**src/rtl/lsu_mem_sequencer_if.sv**
```systemverilog
// Data-memory request/response bus between the load/store sequencer and memory.
// The sequencer drives the request side; memory drives acceptance and read responses.
interface lsu_mem_sequencer_if #(
    parameter int ADDR_W = 32
);
    logic              mem_req;
    logic              mem_we;
    logic [ADDR_W-1:0] mem_addr;
    logic [3:0]        mem_be;
    logic [31:0]       mem_wdata;
    logic              mem_ready;
    logic              mem_rvalid;
    logic [31:0]       mem_rdata;

    modport master (
        output mem_req, mem_we, mem_addr, mem_be, mem_wdata,
        input  mem_ready, mem_rvalid, mem_rdata
    );

    modport slave (
        input  mem_req, mem_we, mem_addr, mem_be, mem_wdata,
        output mem_ready, mem_rvalid, mem_rdata
    );
endinterface

```
**src/rtl/lsu_mem_sequencer.sv**
```systemverilog
// MEM-stage load/store sequencer: address generation, alignment check, byte lanes,
// memory handshake with optional timeout, and load extension.
module lsu_mem_sequencer #(
    parameter int ADDR_W  = 32,
    parameter int TIMEOUT = 16
) (
    input  logic                 clk,
    input  logic                 reset,
    input  logic                 valid_in,
    input  logic [5:0]           aluSelect,
    input  logic [31:0]          rs1,
    input  logic [31:0]          imm,
    input  logic [31:0]          store_data,
    output logic                 stall,
    output logic                 done,
    output logic [31:0]          load_data,
    output logic                 misaligned,
    output logic                 bus_error,
    lsu_mem_sequencer_if.master  mem
);
    localparam logic [5:0] OP_LB  = 6'b001011;
    localparam logic [5:0] OP_LH  = 6'b001100;
    localparam logic [5:0] OP_LW  = 6'b001101;
    localparam logic [5:0] OP_LBU = 6'b001110;
    localparam logic [5:0] OP_LHU = 6'b001111;
    localparam logic [5:0] OP_SB  = 6'b010000;
    localparam logic [5:0] OP_SH  = 6'b010001;
    localparam logic [5:0] OP_SW  = 6'b010010;

    localparam int TW = (TIMEOUT > 1) ? $clog2(TIMEOUT) : 1;
    localparam int TIMER_LAST_I = (TIMEOUT > 0) ? TIMEOUT - 1 : 0;
    localparam logic [TW-1:0] TIMER_LAST = TIMER_LAST_I[TW-1:0];

    typedef enum logic [1:0] {IDLE, REQ, RESP, DONE} state_t;

    state_t            state_reg, state_next;
    logic [5:0]        op_reg;
    logic [ADDR_W-1:0] addr_reg;
    logic [3:0]        be_reg;
    logic [31:0]       wdata_reg;
    logic              we_reg;
    logic              mis_reg;
    logic              berr_reg;
    logic [31:0]       ld_reg;
    logic [TW-1:0]     timer_reg;

    logic [31:0]       sum;
    logic [ADDR_W-1:0] eff_addr;
    logic              is_mem_in, is_store_in, mis_in;
    logic [1:0]        size_in;
    logic [3:0]        be_in;
    logic [31:0]       wdata_in;
    logic              accept, timeout_hit, complete_resp;
    logic [7:0]        rbyte [4];
    logic [7:0]        lane_b;
    logic [15:0]       lane_h;
    logic [31:0]       ext_data;

    assign sum      = rs1 + imm;
    assign eff_addr = sum[ADDR_W-1:0];

    always_comb begin
        is_mem_in   = 1'b1;
        is_store_in = 1'b0;
        size_in     = 2'd2;
        case (aluSelect)
            OP_LB, OP_LBU: size_in = 2'd0;
            OP_LH, OP_LHU: size_in = 2'd1;
            OP_LW:         size_in = 2'd2;
            OP_SB:         begin size_in = 2'd0; is_store_in = 1'b1; end
            OP_SH:         begin size_in = 2'd1; is_store_in = 1'b1; end
            OP_SW:         begin size_in = 2'd2; is_store_in = 1'b1; end
            default:       is_mem_in = 1'b0;
        endcase
    end

    // Loads always enable all four lanes; the lane is picked on the response.
    always_comb begin
        be_in    = 4'b1111;
        wdata_in = store_data;
        mis_in   = 1'b0;
        case (size_in)
            2'd0: begin
                if (is_store_in) be_in = 4'b0001 << eff_addr[1:0];
                wdata_in = {4{store_data[7:0]}};
            end
            2'd1: begin
                if (is_store_in) be_in = eff_addr[1] ? 4'b1100 : 4'b0011;
                wdata_in = {2{store_data[15:0]}};
                mis_in   = eff_addr[0];
            end
            default: mis_in = (eff_addr[1:0] != 2'b00);
        endcase
    end

    genvar gi;
    generate
        for (gi = 0; gi < 4; gi++) begin : g_lane
            assign rbyte[gi] = mem.mem_rdata[8*gi +: 8];
        end
    endgenerate

    assign lane_b = rbyte[addr_reg[1:0]];
    assign lane_h = addr_reg[1] ? {rbyte[3], rbyte[2]} : {rbyte[1], rbyte[0]};

    always_comb begin
        ext_data = mem.mem_rdata;
        case (op_reg)
            OP_LB:   ext_data = {{24{lane_b[7]}}, lane_b};
            OP_LBU:  ext_data = {24'd0, lane_b};
            OP_LH:   ext_data = {{16{lane_h[15]}}, lane_h};
            OP_LHU:  ext_data = {16'd0, lane_h};
            default: ext_data = mem.mem_rdata;
        endcase
    end

    // Completion in the same cycle as the last timeout cycle wins over the fault.
    assign timeout_hit   = (TIMEOUT != 0) && (timer_reg == TIMER_LAST);
    assign complete_resp = (state_reg == RESP) && mem.mem_rvalid;

    always_comb begin
        state_next = state_reg;
        accept     = 1'b0;
        case (state_reg)
            IDLE: begin
                if (valid_in && is_mem_in) begin
                    accept     = 1'b1;
                    state_next = mis_in ? DONE : REQ;
                end
            end
            REQ: begin
                if (mem.mem_ready)    state_next = we_reg ? DONE : RESP;
                else if (timeout_hit) state_next = DONE;
            end
            RESP: begin
                if (mem.mem_rvalid || timeout_hit) state_next = DONE;
            end
            default: state_next = IDLE;
        endcase
    end

    always_ff @(posedge clk) begin
        if (reset) begin
            state_reg <= IDLE;
            op_reg    <= '0;
            addr_reg  <= '0;
            be_reg    <= '0;
            wdata_reg <= '0;
            we_reg    <= 1'b0;
            mis_reg   <= 1'b0;
            berr_reg  <= 1'b0;
            ld_reg    <= '0;
            timer_reg <= '0;
        end else begin
            state_reg <= state_next;
            if (accept) begin
                op_reg    <= aluSelect;
                addr_reg  <= eff_addr;
                be_reg    <= be_in;
                wdata_reg <= wdata_in;
                we_reg    <= is_store_in;
                mis_reg   <= mis_in;
                berr_reg  <= 1'b0;
                ld_reg    <= '0;
                timer_reg <= '0;
            end else if (state_reg == REQ || state_reg == RESP) begin
                timer_reg <= timer_reg + TW'(1);
            end
            if (complete_resp) begin
                ld_reg <= ext_data;
            end else if (timeout_hit &&
                         ((state_reg == REQ && !mem.mem_ready) || state_reg == RESP)) begin
                berr_reg <= 1'b1;
                ld_reg   <= '0;
            end
        end
    end

    assign mem.mem_req   = (state_reg == REQ);
    assign mem.mem_we    = we_reg;
    assign mem.mem_addr  = {addr_reg[ADDR_W-1:2], 2'b00};
    assign mem.mem_be    = be_reg;
    assign mem.mem_wdata = wdata_reg;

    assign done       = (state_reg == DONE);
    assign misaligned = done && mis_reg;
    assign bus_error  = done && berr_reg;
    assign load_data  = done ? ld_reg : 32'd0;

    assign stall = !reset && (((state_reg == IDLE) && valid_in && is_mem_in) ||
                              (state_reg == REQ) || (state_reg == RESP));
endmodule

```
**src/flat_wrapper.sv**
```systemverilog
// flat-port wrapper written by rule: the top's interface ports become plain ports
module lsu_mem_sequencer_flat 
#(
    parameter int ADDR_W  = 32,
    parameter int TIMEOUT = 16
)
  (clk, reset, valid_in, aluSelect, rs1, imm, store_data, stall, done, load_data, misaligned, bus_error, mem_mem_req, mem_mem_we, mem_mem_addr, mem_mem_be, mem_mem_wdata, mem_mem_ready, mem_mem_rvalid, mem_mem_rdata);
  lsu_mem_sequencer_if #(.ADDR_W(ADDR_W)) mem_i ();
  input  logic clk;
  input  logic reset;
  input  logic valid_in;
  input  logic [5:0] aluSelect;
  input  logic [31:0] rs1;
  input  logic [31:0] imm;
  input  logic [31:0] store_data;
  output logic stall;
  output logic done;
  output logic [31:0] load_data;
  output logic misaligned;
  output logic bus_error;
  output wire logic [$bits(mem_i.mem_req)-1:0] mem_mem_req;
  output wire logic [$bits(mem_i.mem_we)-1:0] mem_mem_we;
  output wire logic [$bits(mem_i.mem_addr)-1:0] mem_mem_addr;
  output wire logic [$bits(mem_i.mem_be)-1:0] mem_mem_be;
  output wire logic [$bits(mem_i.mem_wdata)-1:0] mem_mem_wdata;
  input wire logic [$bits(mem_i.mem_ready)-1:0] mem_mem_ready;
  input wire logic [$bits(mem_i.mem_rvalid)-1:0] mem_mem_rvalid;
  input wire logic [$bits(mem_i.mem_rdata)-1:0] mem_mem_rdata;
  assign mem_mem_req = mem_i.mem_req;
  assign mem_mem_we = mem_i.mem_we;
  assign mem_mem_addr = mem_i.mem_addr;
  assign mem_mem_be = mem_i.mem_be;
  assign mem_mem_wdata = mem_i.mem_wdata;
  assign mem_i.mem_ready = mem_mem_ready;
  assign mem_i.mem_rvalid = mem_mem_rvalid;
  assign mem_i.mem_rdata = mem_mem_rdata;
  lsu_mem_sequencer #(.ADDR_W(ADDR_W), .TIMEOUT(TIMEOUT)) u_core (.clk(clk), .reset(reset), .valid_in(valid_in), .aluSelect(aluSelect), .rs1(rs1), .imm(imm), .store_data(store_data), .stall(stall), .done(done), .load_data(load_data), .misaligned(misaligned), .bus_error(bus_error), .mem(mem_i));
endmodule
```
**config.mk**
```make
export PLATFORM = sky130hd
export DESIGN_NAME = lsu_mem_sequencer_flat
export DESIGN_NICKNAME = d
export VERILOG_FILES = /design/src/rtl/lsu_mem_sequencer_if.sv /design/src/rtl/lsu_mem_sequencer.sv /design/src/flat_wrapper.sv
export SDC_FILE = /design/constraint.sdc
export NUM_CORES = 1
export LEC_CHECK = 0
export ABC_AREA = 0
export CORE_UTILIZATION = 47
export CTS_CLUSTER_SIZE = 8
export DETAILED_ROUTE_END_ITERATION = 12
export MAX_ROUTING_LAYER = met4
export PLACE_DENSITY = 0.79
export REMOVE_ABC_BUFFERS = 1
export SLEW_MARGIN = 20
export SYNTH_ARGS = -nofsm -noshare
export SYNTH_HDL_FRONTEND = slang
export SYNTH_SLANG_ARGS = --single-unit
export TNS_END_PERCENT = 50
```
**constraint.sdc**
```tcl
create_clock -name clk -period 3.5 [get_ports clk]
set_input_delay 0.7 -clock clk [delete_from_list [all_inputs] [get_ports clk]]
set_output_delay 0.7 -clock clk [all_outputs]
set_load 0.01 [all_outputs]
```
# ---- Word-level counts from Yosys, hierarchy flattened
# Cells that the tools add are included.
dict set report totals {
  output_inout_bits 106
  mem_count 0
  register_bits 115
  rom_bits 0
  latch_bits 0
  input_bits 139
  mem_bits_rw 0
}
dict set report classes {
  n_eq_ne 20
  n_mux 30
  order_cmp 1
  add_sub_neg 2
  mul 0
  n_bitwise 1
  shift 1
  reduce_logical 26
  div_mod_pow 0
}
# cell count
set ops {}
lappend ops {{2-to-1 mux 32 bit} 4}
lappend ops {{case mux 32 bit (4 select lines)} 1}
lappend ops {{case mux 32 bit (2 select lines)} 1}
lappend ops {{equality test 6 x 4 -> 1 bit (second input constant)} 9}
lappend ops {{adder 32 bit} 1}
lappend ops {{equality test 6 x 5 -> 1 bit (second input constant)} 3}
lappend ops {{binary-select mux 8 bit (select 2 bit)} 1}
lappend ops {{2-to-1 mux 16 bit} 1}
lappend ops {{2-to-1 mux 8 bit} 2}
lappend ops {{2-to-1 mux 4 bit} 3}
lappend ops {{2-to-1 mux 2 bit} 5}
lappend ops {{logical AND 1 bit} 9}
lappend ops {{OR reduction 3 bit} 3}
lappend ops {{2-to-1 mux 1 bit} 8}
lappend ops {{case mux 4 bit (2 select lines)} 1}
lappend ops {{OR reduction 8 bit} 1}
lappend ops {{case mux 2 bit (3 select lines)} 1}
lappend ops {{logical OR 1 bit} 5}
lappend ops {{adder 4 x 1 -> 4 bit (second input constant)} 1}
lappend ops {{equality test 2 x 1 -> 1 bit (second input constant)} 2}
lappend ops {{equality test 2 bit (second input constant)} 2}
lappend ops {{equality test 4 bit (second input constant)} 1}
lappend ops {{zero test 2 bit} 2}
lappend ops {{case mux 2 bit (2 select lines)} 1}
lappend ops {{other kinds (12)} 13}

# ---- Depth between registers and ports, before layout
# Gate-level depths: netlist (run 1).
dict set report logic_depth {
  word_depth 9
  ltp_mapped 11
  mapped_depth_nobuf 11
}

# ---- Worst setup path after synthesis (run 1)
# No wires, ideal clock.
dict set report synth_timing {
  kind {input-to-reg}
  startpoint {input rs1[0]}
  endpoint {register u_core.addr_reg[30]}
  slack_ns 0.510
  arrival_ns 2.863
  setup_time_ns 0.127
  stages 11
  path_cell_list {ha_1 > inv_1 > fa_1 > nor2b_4 > nor3_2 > o311ai_4 > a2111oi_4 > o41ai_2 > a211o_1 > o2111a_1 > a211oi_2}
}
dict set report synth_via {
  elab_chain_cells 1
}
# item line_no
set synth_rtl {}
lappend synth_rtl {{start: declaration} flat_wrapper.sv:13} ;# input logic [31:0] rs1;
lappend synth_rtl {{adder 32 bit} lsu_mem_sequencer.sv:59} ;# assign sum = rs1 + imm;
lappend synth_rtl {{end signal: assignment} lsu_mem_sequencer.sv:158} ;# addr_reg <= eff_addr;
lappend synth_rtl {{end: declaration} lsu_mem_sequencer.sv:38} ;# logic [ADDR_W-1:0] addr_reg;
# Every way passes these cells.
# A chain may end at the register's enable or synchronous reset.

# ---- Worst setup path in the final report (run 1)
dict set report layout_timing {
  startpoint {input aluSelect[3]}
  endpoint {output stall}
}
dict set report layout_via {
  elab_chain_cells 7
  word_cells_on_any_way 14
  cone_classes {8 x eq/ne; 1 x mux; 5 x reduce/logical}
}
# item line_no
set layout_rtl {}
lappend layout_rtl {{start: declaration} flat_wrapper.sv:12} ;# input logic [5:0] aluSelect;
lappend layout_rtl {{equality test 6 x 4 -> 1 bit / equality test 6 x 5 -> 1 bit (equally long branches)} lsu_mem_sequencer.sv:66} ;# case (aluSelect)
lappend layout_rtl {{OR reduction 8 bit (no line) (*)} -}
lappend layout_rtl {{2-to-1 mux 1 bit (*)} lsu_mem_sequencer.sv:66}
lappend layout_rtl {{logical AND 1 bit (*)} lsu_mem_sequencer.sv:190} ;# assign stall = !reset && (((state_reg == IDLE) && valid_in && is_mem_in) ||
lappend layout_rtl {{logical OR 1 bit (*)} lsu_mem_sequencer.sv:190}
lappend layout_rtl {{logical OR 1 bit (*)} lsu_mem_sequencer.sv:191} ;# (state_reg == REQ) || (state_reg == RESP));
lappend layout_rtl {{logical AND 1 bit (*)} lsu_mem_sequencer.sv:190}
lappend layout_rtl {{end: declaration} flat_wrapper.sv:16} ;# output logic stall;
# Mark *: on every way between the ends. The rest lies on a longest branch, timed or not.

==> results_tabular.tex, run 1 <==
\begin{tabular}{lr}
\hline
Metric & Value \\
\hline
\multicolumn{2}{l}{\textbf{GRT}} \\
Largest net degree at the start of global routing & 71 \\
Global route overflow & 0 \\
Wire length of the first global-routing pass & 34,800 um \\
Via count of the first global-routing pass & 7,091 \\
Number of antenna violations at the first check in global routing & 1 \\
Global-route usage over all layers & 0.279 \\
\multicolumn{2}{l}{\textbf{Worst setup path}} \\
Endpoint class of the critical path & primary output \\
Startpoint types & primary input \\
WP data required & 2800 ps \\
CP arrival & 2700 ps \\
CP Class & primary input to primary output \\
Critical Path Fanout Max & 4 \\
\multicolumn{2}{l}{\textbf{Synth}} \\
Gate Count Post-Synth & 935 \\
Average instance area after synthesis & 7.77 sq um \\
Share of synthesized registers carrying an async set or reset & 0 \\
Netlist Area Pre-Place & 7260 sq um \\
Number of enable flip-flop cells after synthesis & 0 \\
Dominant synthesized flop cell & sky130\_fd\_sc\_hd\_\_dfxtp\_1 \\
Distinct cell type count of the synthesized netlist & 68 \\
Sequential share of the synthesized area & 0.317 \\
Top area cells in the synthesized netlist & sky130\_fd\_sc\_hd\_\_dfxtp\_1, sky130\_fd\_sc\_hd\_\_a21oi\_1, sky130\_fd\_sc\_hd\_\_nand2\_1 \\
Dominant cell type by area after synthesis & sky130\_fd\_sc\_hd\_\_dfxtp\_1 \\
Synth warn & 0 \\
Portion of synthesized cell area occupied by the leading cell type & 0.317 \\
Flip-flop and latch count after synthesis & 115 \\
\multicolumn{2}{l}{\textbf{Final layout}} \\
Fillers & 1,237 \\
Area occupied by multi-input gates & 4430 sq um \\
Proportion of layout cells with a drive suffix above 1 & 0.0745 \\
Area of all placed cells without fillers & 10,400 sq um \\
Nets@finish & 1,317 \\
Storage cell area & 2300 sq um \\
Area added between synthesis and finish & 42.9\% \\
\multicolumn{2}{l}{\textbf{Route}} \\
Post-detailed-route DRC marker count & 0 \\
Initial DRT Pass Iterations & 5 \\
Mean routed wirelength per cell & 16.1 um \\
Antenna viol nets, final & 0 \\
Total wire length & 21,700 um \\
Via-per-instance ratio & 5.68 \\
Vias & 7,623 \\
Number of violations reported at the end of detailed-routing iteration 0 & 493 \\
\multicolumn{2}{l}{\textbf{Run}} \\
Number of max-cap violations & 0 \\
\multicolumn{2}{l}{\textbf{Timing}} \\
Worst-case clock skew & 8.40 ps \\
Final setup violation count & 0 \\
Setup repair after global routing missed its margin & false \\
Min cycle time layout & 3400 ps \\
Actual transition at the worst max-transition pin & 851 ps \\
Fin. Hold Viols & 0 \\
Worst slew slack as a fraction of its limit & 0.432 \\
Number of pins with negative max-slew slack in the final report & 0 \\
Achievable Freq & 294 MHz \\
Post-route clock period utilization & 0.972 \\
\multicolumn{2}{l}{\textbf{Floorplanning}} \\
Starting Density & 0.479 \\
Die Ht & 126 um \\
Die Area & 15,900 sq um \\
Placement Rows & 45 \\
Total I/O pin count & 245 \\
Core area & 15,100 sq um \\
Die Width & 126 um \\
\multicolumn{2}{l}{\textbf{Clock network}} \\
Max H-tree Level & 4 \\
Hold bufs inserted after CTS & 0 \\
Root buffer selected by CTS & sky130\_fd\_sc\_hd\_\_clkbuf\_16 \\
CTS resizes & 0 \\
Clock transition at path regs & 50 ps \\
CTS tree & yes \\
Max Buffers Root-to-Sink & 2 \\
Clock insertion delay at the later pin of the skew report & 410 ps \\
Count of clock tree sinks & 115 \\
Number of buffers created by CTS & 17 \\
Setup Buffers After CTS & 0 \\
\multicolumn{2}{l}{\textbf{Pwr}} \\
Total Power & 4.37 mW \\
Worst VDD drop & 0.339 mV \\
Static power due to leakage & 4.04 nW \\
Pwr dens & 421 nW/um\^{}2 \\
\multicolumn{2}{l}{\textbf{Place}} \\
Hpwl dp & 15,800 um \\
Total placed instance area & 9750 sq um \\
Quantity of I/O buffers inserted on ports & 242 \\
Weighted congestion reported at the end of routability-driven placement & 0.907 \\
\multicolumn{2}{l}{\textbf{Worst hold path}} \\
Hold Path Class & register to register \\
\multicolumn{2}{l}{\textbf{Status}} \\
Status & finished clean \\
\hline
\end{tabular}
-- synth_stat cells (2+ instances only) --
| cell | number |
|---|---|
| sky130_fd_sc_hd__and3_1 | 10 |
| sky130_fd_sc_hd__nor3_1 | 15 |
| sky130_fd_sc_hd__clkbuf_1 | 45 |
| sky130_fd_sc_hd__nand3_1 | 24 |
| sky130_fd_sc_hd__or3_1 | 2 |
| sky130_fd_sc_hd__nor3b_1 | 2 |
| sky130_fd_sc_hd__and2_1 | 41 |
| sky130_fd_sc_hd__a211o_1 | 7 |
| sky130_fd_sc_hd__o211ai_1 | 12 |
| sky130_fd_sc_hd__buf_4 | 32 |
| sky130_fd_sc_hd__a221oi_1 | 8 |
| sky130_fd_sc_hd__xor2_1 | 10 |
| sky130_fd_sc_hd__nor2b_1 | 5 |
| sky130_fd_sc_hd__o21ai_0 | 63 |
| sky130_fd_sc_hd__ha_1 | 36 |
| sky130_fd_sc_hd__a31o_2 | 2 |
| sky130_fd_sc_hd__nand4_1 | 7 |
| sky130_fd_sc_hd__a211oi_1 | 14 |
| sky130_fd_sc_hd__and3b_1 | 2 |
| sky130_fd_sc_hd__nand2_1 | 122 |
| sky130_fd_sc_hd__a311oi_1 | 3 |
| sky130_fd_sc_hd__nand3b_1 | 3 |
| sky130_fd_sc_hd__a32oi_1 | 2 |
| sky130_fd_sc_hd__xnor2_1 | 13 |
| sky130_fd_sc_hd__o21bai_1 | 5 |
| sky130_fd_sc_hd__o221ai_1 | 7 |
| sky130_fd_sc_hd__o21ai_1 | 3 |
| sky130_fd_sc_hd__buf_2 | 12 |
| sky130_fd_sc_hd__nor4_1 | 4 |
| sky130_fd_sc_hd__a21o_1 | 16 |
| sky130_fd_sc_hd__or4b_1 | 2 |
| sky130_fd_sc_hd__buf_1 | 2 |
| sky130_fd_sc_hd__or4_1 | 3 |
| sky130_fd_sc_hd__mux2i_1 | 26 |
| sky130_fd_sc_hd__a21oi_2 | 3 |
| sky130_fd_sc_hd__o21a_1 | 4 |
| sky130_fd_sc_hd__nor2_2 | 2 |
| sky130_fd_sc_hd__a31oi_1 | 10 |
| sky130_fd_sc_hd__inv_1 | 18 |
| sky130_fd_sc_hd__nor2_1 | 78 |
| sky130_fd_sc_hd__a21oi_1 | 101 |
| sky130_fd_sc_hd__dfxtp_1 | 115 |
| sky130_fd_sc_hd__a21boi_0 | 4 |
| sky130_fd_sc_hd__a2bb2oi_1 | 16 |
-- metal layers --
layer  vias up  global-route usage  routed length [um]
met1      3511               0.339                9380
li1       3724                   -                   -
met2       351               0.459               10400
met4         0               0.106                 381
met5         -                   -                   0
met3        37              0.0544                1550
-- through the flow --
| step | hold slack [ps] | setup slack (ps) | TNS (ps) | cells | util |
|---|---|---|---|---|---|
| after floorplan | 417 | 54.7 | 0 | 845 | - |
| after global placement | 430 | -46.0 | -71.4 | 1310 | 0.644 |
| after detailed placement | 437 | -61.3 | -107 | 1310 | 0.644 |
| after CTS | 449 | 99.8 | 0 | 1342 | 0.685 |
| after global routing | 466 | 17.7 | 0 | 1343 | 0.685 |
| final | 444 | 98.8 | 0 | 1343 | 0.685 |
-- worst paths after layout --
check | from | endpoint | slack, ps | cells after the start
worst max register to register | u_core.addr_reg[1]$_SDFFE_PP0P_ | u_core.ld_reg[26]$_SDFFE_PP0P_ | 1110 | 10
worst min register to register | u_core.ld_reg[6]$_SDFFE_PP0P_ | u_core.ld_reg[6]$_SDFFE_PP0P_ | 440 | 2
worst max-delay path | aluSelect[3] | stall | 100 | 7
worst min-delay path | u_core.ld_reg[6]$_SDFFE_PP0P_ | u_core.ld_reg[6]$_SDFFE_PP0P_ | 440 | 2
-- report_power, final --
part | total, mW | internal (mW) | leakage, nW | switching, mW
logic | 1.08 | 0.537 | 2.81 | 0.547
clock network | 1.81 | 1.21 | 0.298 | 0.600
registers | 1.47 | 1.41 | 0.931 | 0.0581
total | 4.37 | 3.16 | 4.04 | 1.21
-- logic make-up (layout without fill, tap and decap cells) --
group	after synthesis	count (layout)	synth area share
compound gates	296	296	0.266
mux	27	27	0.0374
simple gates	327	327	0.211
other cells	1	3	0.000516
xor+xnor	23	23	0.0277
buf+inv	109	327	0.0750
flops	115	115	0.317
fa+ha+maj	37	37	0.0648
-- worst max-delay path, cell delays in order --
cell                              delay, ps
sky130_fd_sc_hd__clkdlybuf4s50_1        490
sky130_fd_sc_hd__nor2b_1                270
sky130_fd_sc_hd__mux2i_1                110
sky130_fd_sc_hd__nor3b_1                310
sky130_fd_sc_hd__nand2_2                130
sky130_fd_sc_hd__a21oi_1                140
sky130_fd_sc_hd__clkdlybuf4s50_1        550
-- cell usage in the layout, fill, tap and decap left out, types with 4 or more instances in the layout --
| master | instances |
|---|---|
| sky130_fd_sc_hd__nand3_1 | 24 |
| sky130_fd_sc_hd__xnor2_1 | 13 |
| sky130_fd_sc_hd__a211oi_1 | 14 |
| sky130_fd_sc_hd__and3_1 | 10 |
| sky130_fd_sc_hd__a2bb2oi_1 | 16 |
| sky130_fd_sc_hd__inv_1 | 18 |
| sky130_fd_sc_hd__o211ai_1 | 12 |
| sky130_fd_sc_hd__dfxtp_1 | 115 |
| sky130_fd_sc_hd__nor4_1 | 4 |
| sky130_fd_sc_hd__o221ai_1 | 7 |
| sky130_fd_sc_hd__clkdlybuf4s50_1 | 241 |
| sky130_fd_sc_hd__o21ai_0 | 63 |
| sky130_fd_sc_hd__clkbuf_16 | 17 |
| sky130_fd_sc_hd__a21o_1 | 16 |
| sky130_fd_sc_hd__nand2_1 | 121 |
| sky130_fd_sc_hd__buf_4 | 33 |
| sky130_fd_sc_hd__xor2_1 | 10 |
| sky130_fd_sc_hd__nor2b_1 | 5 |
| sky130_fd_sc_hd__mux2i_1 | 26 |
| sky130_fd_sc_hd__nor3_1 | 15 |
| sky130_fd_sc_hd__ha_1 | 36 |
| sky130_fd_sc_hd__nor2_1 | 78 |
| sky130_fd_sc_hd__a31oi_1 | 10 |
| sky130_fd_sc_hd__a21oi_1 | 101 |
| sky130_fd_sc_hd__clkbuf_8 | 5 |
| sky130_fd_sc_hd__o21bai_1 | 5 |
| sky130_fd_sc_hd__o21a_1 | 4 |
| sky130_fd_sc_hd__a221oi_1 | 8 |
| sky130_fd_sc_hd__nand4_1 | 7 |
| sky130_fd_sc_hd__and2_1 | 40 |
| sky130_fd_sc_hd__a211o_1 | 7 |
-- final cells by class --
cell class,instances,area share
Inverter,18,0.00651
Timing Repair Buffer,277,0.262
Multi-Input combinational cell,712,0.426
Antenna cell,1,0.000241
Clock buffer,24,0.0483
Tap cell,188,0.0227
Sequential cell,115,0.222
Clock inverter,8,0.0118
No activity file was read; power rests on OpenSTA's default activity.
==> run 2: changes to the inputs <==
--- a/config.mk
+++ b/config.mk
@@ -6,13 +6,12 @@
 export NUM_CORES = 1
 export LEC_CHECK = 0
 export ABC_AREA = 0
+export CORE_MARGIN = 4
 export CORE_UTILIZATION = 47
 export CTS_CLUSTER_SIZE = 8
 export DETAILED_ROUTE_END_ITERATION = 12
-export MAX_ROUTING_LAYER = met4
 export PLACE_DENSITY = 0.79
 export REMOVE_ABC_BUFFERS = 1
-export SLEW_MARGIN = 20
 export SYNTH_ARGS = -nofsm -noshare
 export SYNTH_HDL_FRONTEND = slang
 export SYNTH_SLANG_ARGS = --single-unit
==> results_tabular.tex, run 2 (synthesis gave the netlist of run 1 again) <==
\begin{tabular}{lr}
\hline
Metric & Value \\
\hline
\multicolumn{2}{l}{\textbf{Pwr}} \\
Relative contribution of the clock network to total power & 0.410 (-0.005) \\
Pwr dens & 420 nW/um\^{}2 (-0.17\%) \\
Fraction of power spent switching nets & 0.282 (+0.00577) \\
Sequential Power Share & 0.340 (+0.003) \\
Static power due to leakage & 4.03 nW (-0.31\%) \\
Worst VDD drop & 0.316 mV (-7.0\%) \\
Cell Int Power & 3.12 mW (-1.3\%) \\
Net Switching & 1.22 mW (+1.6\%) \\
Share of total power in combinational logic & 0.250 (+0.002) \\
Total Power & 4.34 mW (-0.52\%) \\
\multicolumn{2}{l}{\textbf{Floorplanning}} \\
Die Width & 132 um (+4.8\%) \\
Placement Rows & 45 (unchanged) \\
Die Area & 17,500 sq um (+9.7\%) \\
Total I/O pin count & 245 (unchanged) \\
Core area & 15,100 sq um (unchanged) \\
Die Ht & 132 um (+4.8\%) \\
Starting Density & 0.479 (unchanged) \\
\multicolumn{2}{l}{\textbf{Worst setup path}} \\
Most frequent CP cell & sky130\_fd\_sc\_hd\_\_clkdlybuf4s50\_1 \\
Longest individual stage delay on the worst path & 550 ps (about the same) \\
Critical Path Fanout Max & 4 (unchanged) \\
Critical path's top delay family & buffers and inverters \\
CP arrival & 2610 ps (-90 ps) \\
Critical register-to-register path startpoint & u\_core.addr\_reg[1]\$\_SDFFE\_PP0P\_ \\
Startpoint types & primary input \\
Endpoint class of the critical path & primary output \\
Worst path cell trace & clkdlybuf4s50\_1 -> nor2b\_1 -> mux2i\_1 -> nor3b\_2 -> nand2\_2 -> a21oi\_1 -> clkdlybuf4s50\_1 \\
Critical path launch point & aluSelect[3] \\
Slowest stage cell on the critical path & sky130\_fd\_sc\_hd\_\_clkdlybuf4s50\_1 \\
WP data required & 2800 ps (about the same) \\
Worst path bufs/invs & 2 (unchanged) \\
CP Class & primary input to primary output \\
\multicolumn{2}{l}{\textbf{Place}} \\
Weighted congestion reported at the end of routability-driven placement & 0.911 (+0.49\%) \\
Hpwl dp & 17,100 um (+7.8\%) \\
Quantity of I/O buffers inserted on ports & 242 (unchanged) \\
Worst setup slack after placement & -93.8 ps (-32.5 ps) \\
Post-Place Cells & 1,308 (-0.15\%) \\
Total placed instance area & 9730 sq um (-0.18\%) \\
\multicolumn{2}{l}{\textbf{GRT}} \\
Largest net degree at the start of global routing & 71 (unchanged) \\
Number of antenna violations at the first check in global routing & 0 (-1) \\
Global-route usage over all layers & 0.254 (-0.0249) \\
Via count of the first global-routing pass & 7,501 (+5.8\%) \\
Wire length of the first global-routing pass & 36,800 um (+5.8\%) \\
Global route overflow & 0 (unchanged) \\
\multicolumn{2}{l}{\textbf{Clock network}} \\
Max Buffers Root-to-Sink & 2 (unchanged) \\
Hold bufs inserted after CTS & 0 (unchanged) \\
Number of buffers created by CTS & 17 (unchanged) \\
Clock transition at path regs & 50 ps (about the same) \\
Count of clock tree sinks & 115 (unchanged) \\
Max H-tree Level & 4 (unchanged) \\
Root buffer selected by CTS & sky130\_fd\_sc\_hd\_\_clkbuf\_16 \\
Clock insertion delay at the later pin of the skew report & 410 ps (about the same) \\
CTS tree & yes \\
\multicolumn{2}{l}{\textbf{Route}} \\
Via-per-instance ratio & 5.76 (+1.5\%) \\
Mean routed wirelength per cell & 17.2 um (+6.7\%) \\
Antenna viol nets, final & 0 (unchanged) \\
Vias & 7,714 (+1.2\%) \\
Post-detailed-route DRC marker count & 0 (unchanged) \\
Total wire length & 23,100 um (+6.4\%) \\
Initial DRT Pass Iterations & 5 (unchanged) \\
Number of violations reported at the end of detailed-routing iteration 0 & 442 (-10\%) \\
\multicolumn{2}{l}{\textbf{Timing}} \\
Setup repair after global routing missed its margin & false \\
Achievable Freq & 302 MHz (+2.8\%) \\
Fin. Hold Viols & 0 (unchanged) \\
Final setup violation count & 0 (unchanged) \\
Number of pins with negative max-slew slack in the final report & 0 (unchanged) \\
Post-route clock period utilization & 0.945 (-0.0263) \\
Min cycle time layout & 3310 ps (-92.1 ps) \\
Final critical-path setup slack & 191 ps (+92.1 ps) \\
Actual transition at the worst max-transition pin & 1150 ps (+300 ps) \\
Worst slew slack as a fraction of its limit & 0.232 (-0.200) \\
Final total negative setup slack & 0 ps (unchanged) \\
Worst hold margin & 446 ps (+2.12 ps) \\
Worst-case clock skew & 8.37 ps (-0.0265 ps) \\
\multicolumn{2}{l}{\textbf{Final layout}} \\
Number of standard cells in the final layout excluding fillers & 1,339 (-0.30\%) \\
Nets@finish & 1,315 (-0.15\%) \\
Area added between synthesis and finish & 42.4\% \\
Count of antenna diodes in the layout & 0 (-1) \\
Area of all placed cells without fillers & 10,300 sq um (-0.35\%) \\
Most frequent cells in the layout & sky130\_fd\_sc\_hd\_\_clkdlybuf4s50\_1, sky130\_fd\_sc\_hd\_\_nand2\_1, sky130\_fd\_sc\_hd\_\_dfxtp\_1 \\
Utilization after layout & 0.683 (-0.00239) \\
Proportion of layout cells with a drive suffix above 1 & 0.0730 (-0.00154) \\
Fillers & 1,261 (+1.9\%) \\
Most frequent standard cell in the layout excluding fill and tap cells & sky130\_fd\_sc\_hd\_\_clkdlybuf4s50\_1 \\
\multicolumn{2}{l}{\textbf{Worst hold path}} \\
Worst min-delay path startpoint & u\_core.ld\_reg[0]\$\_SDFFE\_PP0P\_ \\
Hold Path Class & register to register \\
\multicolumn{2}{l}{\textbf{Run}} \\
Number of max-cap violations & 0 (unchanged) \\
\multicolumn{2}{l}{\textbf{Status}} \\
Status & finished clean \\
\hline
\end{tabular}
## run 2: worst paths after layout
kind                                          to  slack [ps]  depth (start not counted)
setup reg to reg  u_core.ld_reg[22]$_SDFFE_PP0P_         910                          9
setup / recovery                           stall         190                          7
hold reg to reg    u_core.ld_reg[0]$_SDFFE_PP0P_         450                          2
hold / removal     u_core.ld_reg[0]$_SDFFE_PP0P_         450                          2
## run 2: tightest hold or removal path, stage by stage (launching register included)
cell,delay (ps)
sky130_fd_sc_hd__dfxtp_1,320
sky130_fd_sc_hd__nand2_1,40
sky130_fd_sc_hd__o21ai_0,50
## run 2: final cells by class
cell class                 instances  area, sq um  share of cell area
timing repair buffer             275         2700               0.261
clock buffer                      22          474              0.0459
sequential                       115         2300               0.223
multi-input combinational        712         4430               0.428
inverter                          18         67.6             0.00653
tap                              188          235              0.0227
clock inverter                     9          129              0.0125
## run 2: what timing repair did
item                       CTS  global route
gates resized for setup      0             1
buffers inserted             0             0
setup endpoints to repair    0             1
## run 2: layer usage
| metal | track usage | wire [um] | part of all wire |
|---|---|---|---|
| met2 | 0.434 | 10900 | 0.47 |
| met5 | 0 | 0 | 0 |
| met4 | 0.0849 | 501 | 0.022 |
| met1 | 0.312 | 9790 | 0.42 |
| met3 | 0.0668 | 1820 | 0.079 |
## run 2: power groups by stage
| stage | combinational [mW] | sequential [mW] | clock (mW) |
|---|---|---|---|
| after floorplan | 0.562 | 1.51 | 0 |
| after global placement | 1.06 | 1.50 | 0 |
| after detailed placement | 1.07 | 1.50 | 0 |
| after CTS | 1.08 | 1.47 | 1.80 |
| after global routing | 1.19 | 1.49 | 1.85 |
| final | 1.09 | 1.47 | 1.78 |
==> run 3: changes to the inputs <==
--- a/config.mk
+++ b/config.mk
@@ -10,6 +10,7 @@
 export CORE_UTILIZATION = 47
 export CTS_CLUSTER_SIZE = 8
 export DETAILED_ROUTE_END_ITERATION = 12
+export GPL_TIMING_DRIVEN = 0
 export PLACE_DENSITY = 0.79
 export REMOVE_ABC_BUFFERS = 1
 export SYNTH_ARGS = -nofsm -noshare
==> constraint.sdc (replaced) <==
create_clock -name clk -period 3.8 [get_ports clk]
set_input_delay 0.76 -clock clk [delete_from_list [all_inputs] [get_ports clk]]
set_output_delay 0.76 -clock clk [all_outputs]
set_load 0.01 [all_outputs]
==> results_tabular.tex, run 3 (synthesis gave the netlist of run 1 again) <==
\begin{tabular}{lr}
\hline
Metric & Value \\
\hline
\multicolumn{2}{l}{\textbf{Status}} \\
Status & finished clean \\
\multicolumn{2}{l}{\textbf{Place}} \\
Weighted congestion reported at the end of routability-driven placement & 0.899 (-1.3\%) \\
Worst setup slack after placement & -595 ps (-502 ps) \\
Quantity of I/O buffers inserted on ports & 242 (unchanged) \\
Hpwl dp & 16,000 um (-6.2\%) \\
\multicolumn{2}{l}{\textbf{GRT}} \\
Global route overflow & 0 (unchanged) \\
Via count of the first global-routing pass & 7,125 (-5.0\%) \\
Number of antenna violations at the first check in global routing & 1 (+1) \\
Global-route usage over all layers & 0.247 (-0.00688) \\
Largest net degree at the start of global routing & 89 (+25\%) \\
Wire length of the first global-routing pass & 35,600 um (-3.1\%) \\
\multicolumn{2}{l}{\textbf{Worst setup path}} \\
Endpoint class of the critical path & primary output \\
CP Class & primary input to primary output \\
Critical Path Fanout Max & 18 (+14) \\
Startpoint types & primary input \\
CP arrival & 2860 ps (+250 ps) \\
WP data required & 3040 ps (+240 ps) \\
\multicolumn{2}{l}{\textbf{Route}} \\
Number of violations reported at the end of detailed-routing iteration 0 & 408 (-7.7\%) \\
Vias & 7,459 (-3.3\%) \\
Mean routed wirelength per cell & 17.0 um (-1.1\%) \\
Post-detailed-route DRC marker count & 0 (unchanged) \\
Via-per-instance ratio & 5.69 (-1.3\%) \\
Antenna viol nets, final & 0 (unchanged) \\
Initial DRT Pass Iterations & 5 (unchanged) \\
Total wire length & 22,400 um (-3.1\%) \\
\multicolumn{2}{l}{\textbf{Timing}} \\
Worst-case clock skew & 6.73 ps (-1.64 ps) \\
Final setup violation count & 0 (unchanged) \\
Achievable Freq & 276 MHz \\
Min cycle time layout & 3620 ps \\
Final critical-path setup slack & 175 ps (-15.8 ps) \\
Number of pins with negative max-slew slack in the final report & 0 (unchanged) \\
Fin. Hold Viols & 0 (unchanged) \\
Worst slew slack as a fraction of its limit & 0.140 (-0.0920) \\
Post-route clock period utilization & 0.954 \\
Actual transition at the worst max-transition pin & 1290 ps (+138 ps) \\
Setup repair after global routing missed its margin & false \\
Worst hold margin & 446 ps (-0.0380 ps) \\
\multicolumn{2}{l}{\textbf{Floorplanning}} \\
Die Width & 132 um (unchanged) \\
Placement Rows & 45 (unchanged) \\
Die Area & 17,500 sq um (unchanged) \\
Core area & 15,100 sq um (unchanged) \\
Starting Density & 0.479 (unchanged) \\
Total I/O pin count & 245 (unchanged) \\
Die Ht & 132 um (unchanged) \\
\multicolumn{2}{l}{\textbf{Final layout}} \\
Most frequent cells in the layout & sky130\_fd\_sc\_hd\_\_clkdlybuf4s50\_1, sky130\_fd\_sc\_hd\_\_nand2\_1, sky130\_fd\_sc\_hd\_\_dfxtp\_1 \\
Area added between synthesis and finish & 39.6\% \\
Proportion of layout cells with a drive suffix above 1 & 0.0516 (-0.0214) \\
Nets@finish & 1,287 (-2.1\%) \\
Utilization after layout & 0.669 (-0.0136) \\
Most frequent standard cell in the layout excluding fill and tap cells & sky130\_fd\_sc\_hd\_\_clkdlybuf4s50\_1 \\
Count of antenna diodes in the layout & 0 (unchanged) \\
\multicolumn{2}{l}{\textbf{Clock network}} \\
Hold bufs inserted after CTS & 0 (unchanged) \\
Clock insertion delay at the later pin of the skew report & 410 ps (about the same) \\
Count of clock tree sinks & 115 (unchanged) \\
Root buffer selected by CTS & sky130\_fd\_sc\_hd\_\_clkbuf\_16 \\
Max Buffers Root-to-Sink & 2 (unchanged) \\
Clock transition at path regs & 50 ps (about the same) \\
Number of buffers created by CTS & 17 (unchanged) \\
Max H-tree Level & 4 (unchanged) \\
CTS tree & yes \\
\multicolumn{2}{l}{\textbf{Pwr}} \\
Worst VDD drop & 0.282 mV (-11\%) \\
Pwr dens & 384 nW/um\^{}2 (-8.5\%) \\
Total Power & 3.90 mW (-10\%) \\
Static power due to leakage & 3.90 nW (-3.1\%) \\
\multicolumn{2}{l}{\textbf{Worst hold path}} \\
Hold Path Class & register to register \\
\multicolumn{2}{l}{\textbf{Run}} \\
Number of max-cap violations & 0 (unchanged) \\
\hline
\end{tabular}
run 3: layer usage:
layer  vias up  routed length [um]  GRT usage
li1       3675                   -          -
met1      3430                9590      0.312
met2       303               10500      0.407
met3        49                1710     0.0641
met4         2                 545     0.0947
met5         -                  18          0
run 3: critical path: stages:
cell,delay (ps)
sky130_fd_sc_hd__clkdlybuf4s50_1,570
sky130_fd_sc_hd__a21oi_1,110
sky130_fd_sc_hd__mux2i_1,170
sky130_fd_sc_hd__nor3b_4,280
sky130_fd_sc_hd__nand2_4,220
sky130_fd_sc_hd__a21oi_1,180
sky130_fd_sc_hd__clkdlybuf4s50_1,550
run 3: repair_timing:
item | CTS | global route
endpoints found under the setup margin | 4 | 1
pin swaps | 2 | 0
cloned | 1 | 0
buffers inserted | 1 | 0
gates resized for setup | 3 | 2
run 3: path summary, 6_finish.rpt:
path	start	to	slack, ps	cells past startpoint
min	u_core.ld_reg[11]$_SDFFE_PP0P_	u_core.ld_reg[11]$_SDFFE_PP0P_	450	2
min reg2reg	u_core.ld_reg[11]$_SDFFE_PP0P_	u_core.ld_reg[11]$_SDFFE_PP0P_	450	2
max reg2reg	u_core.addr_reg[1]$_SDFFE_PP0P_	u_core.ld_reg[22]$_SDFFE_PP0P_	700	8
max	aluSelect[1]	stall	180	7
run 3: final cells by class:
class,instances,area [sq um]
Fill cell,1268,5010
Inverter,18,67.6
Clock buffer,22,474
Clock inverter,10,106
Timing Repair Buffer,246,2500
Tap cell,188,235
Multi-Input combinational cell,713,4450
Sequential cell,115,2300
run 3: metrics by stage:
step / TNS [ps] / std cells / instance area (sq um)
final: 0 / 1312 / 10100
after global routing: 0 / 1312 / 10100
after CTS: 0 / 1312 / 10100
after detailed placement: -7760 / 1278 / 9520
after global placement: -176220 / 1275 / 9450
after floorplan: 0 / 845 / 6790
run 3: report_power, final:
group	switching (mW)	internal, mW
Clock	0.560	1.01
Sequential	0.0581	1.30
Combinational	0.498	0.469
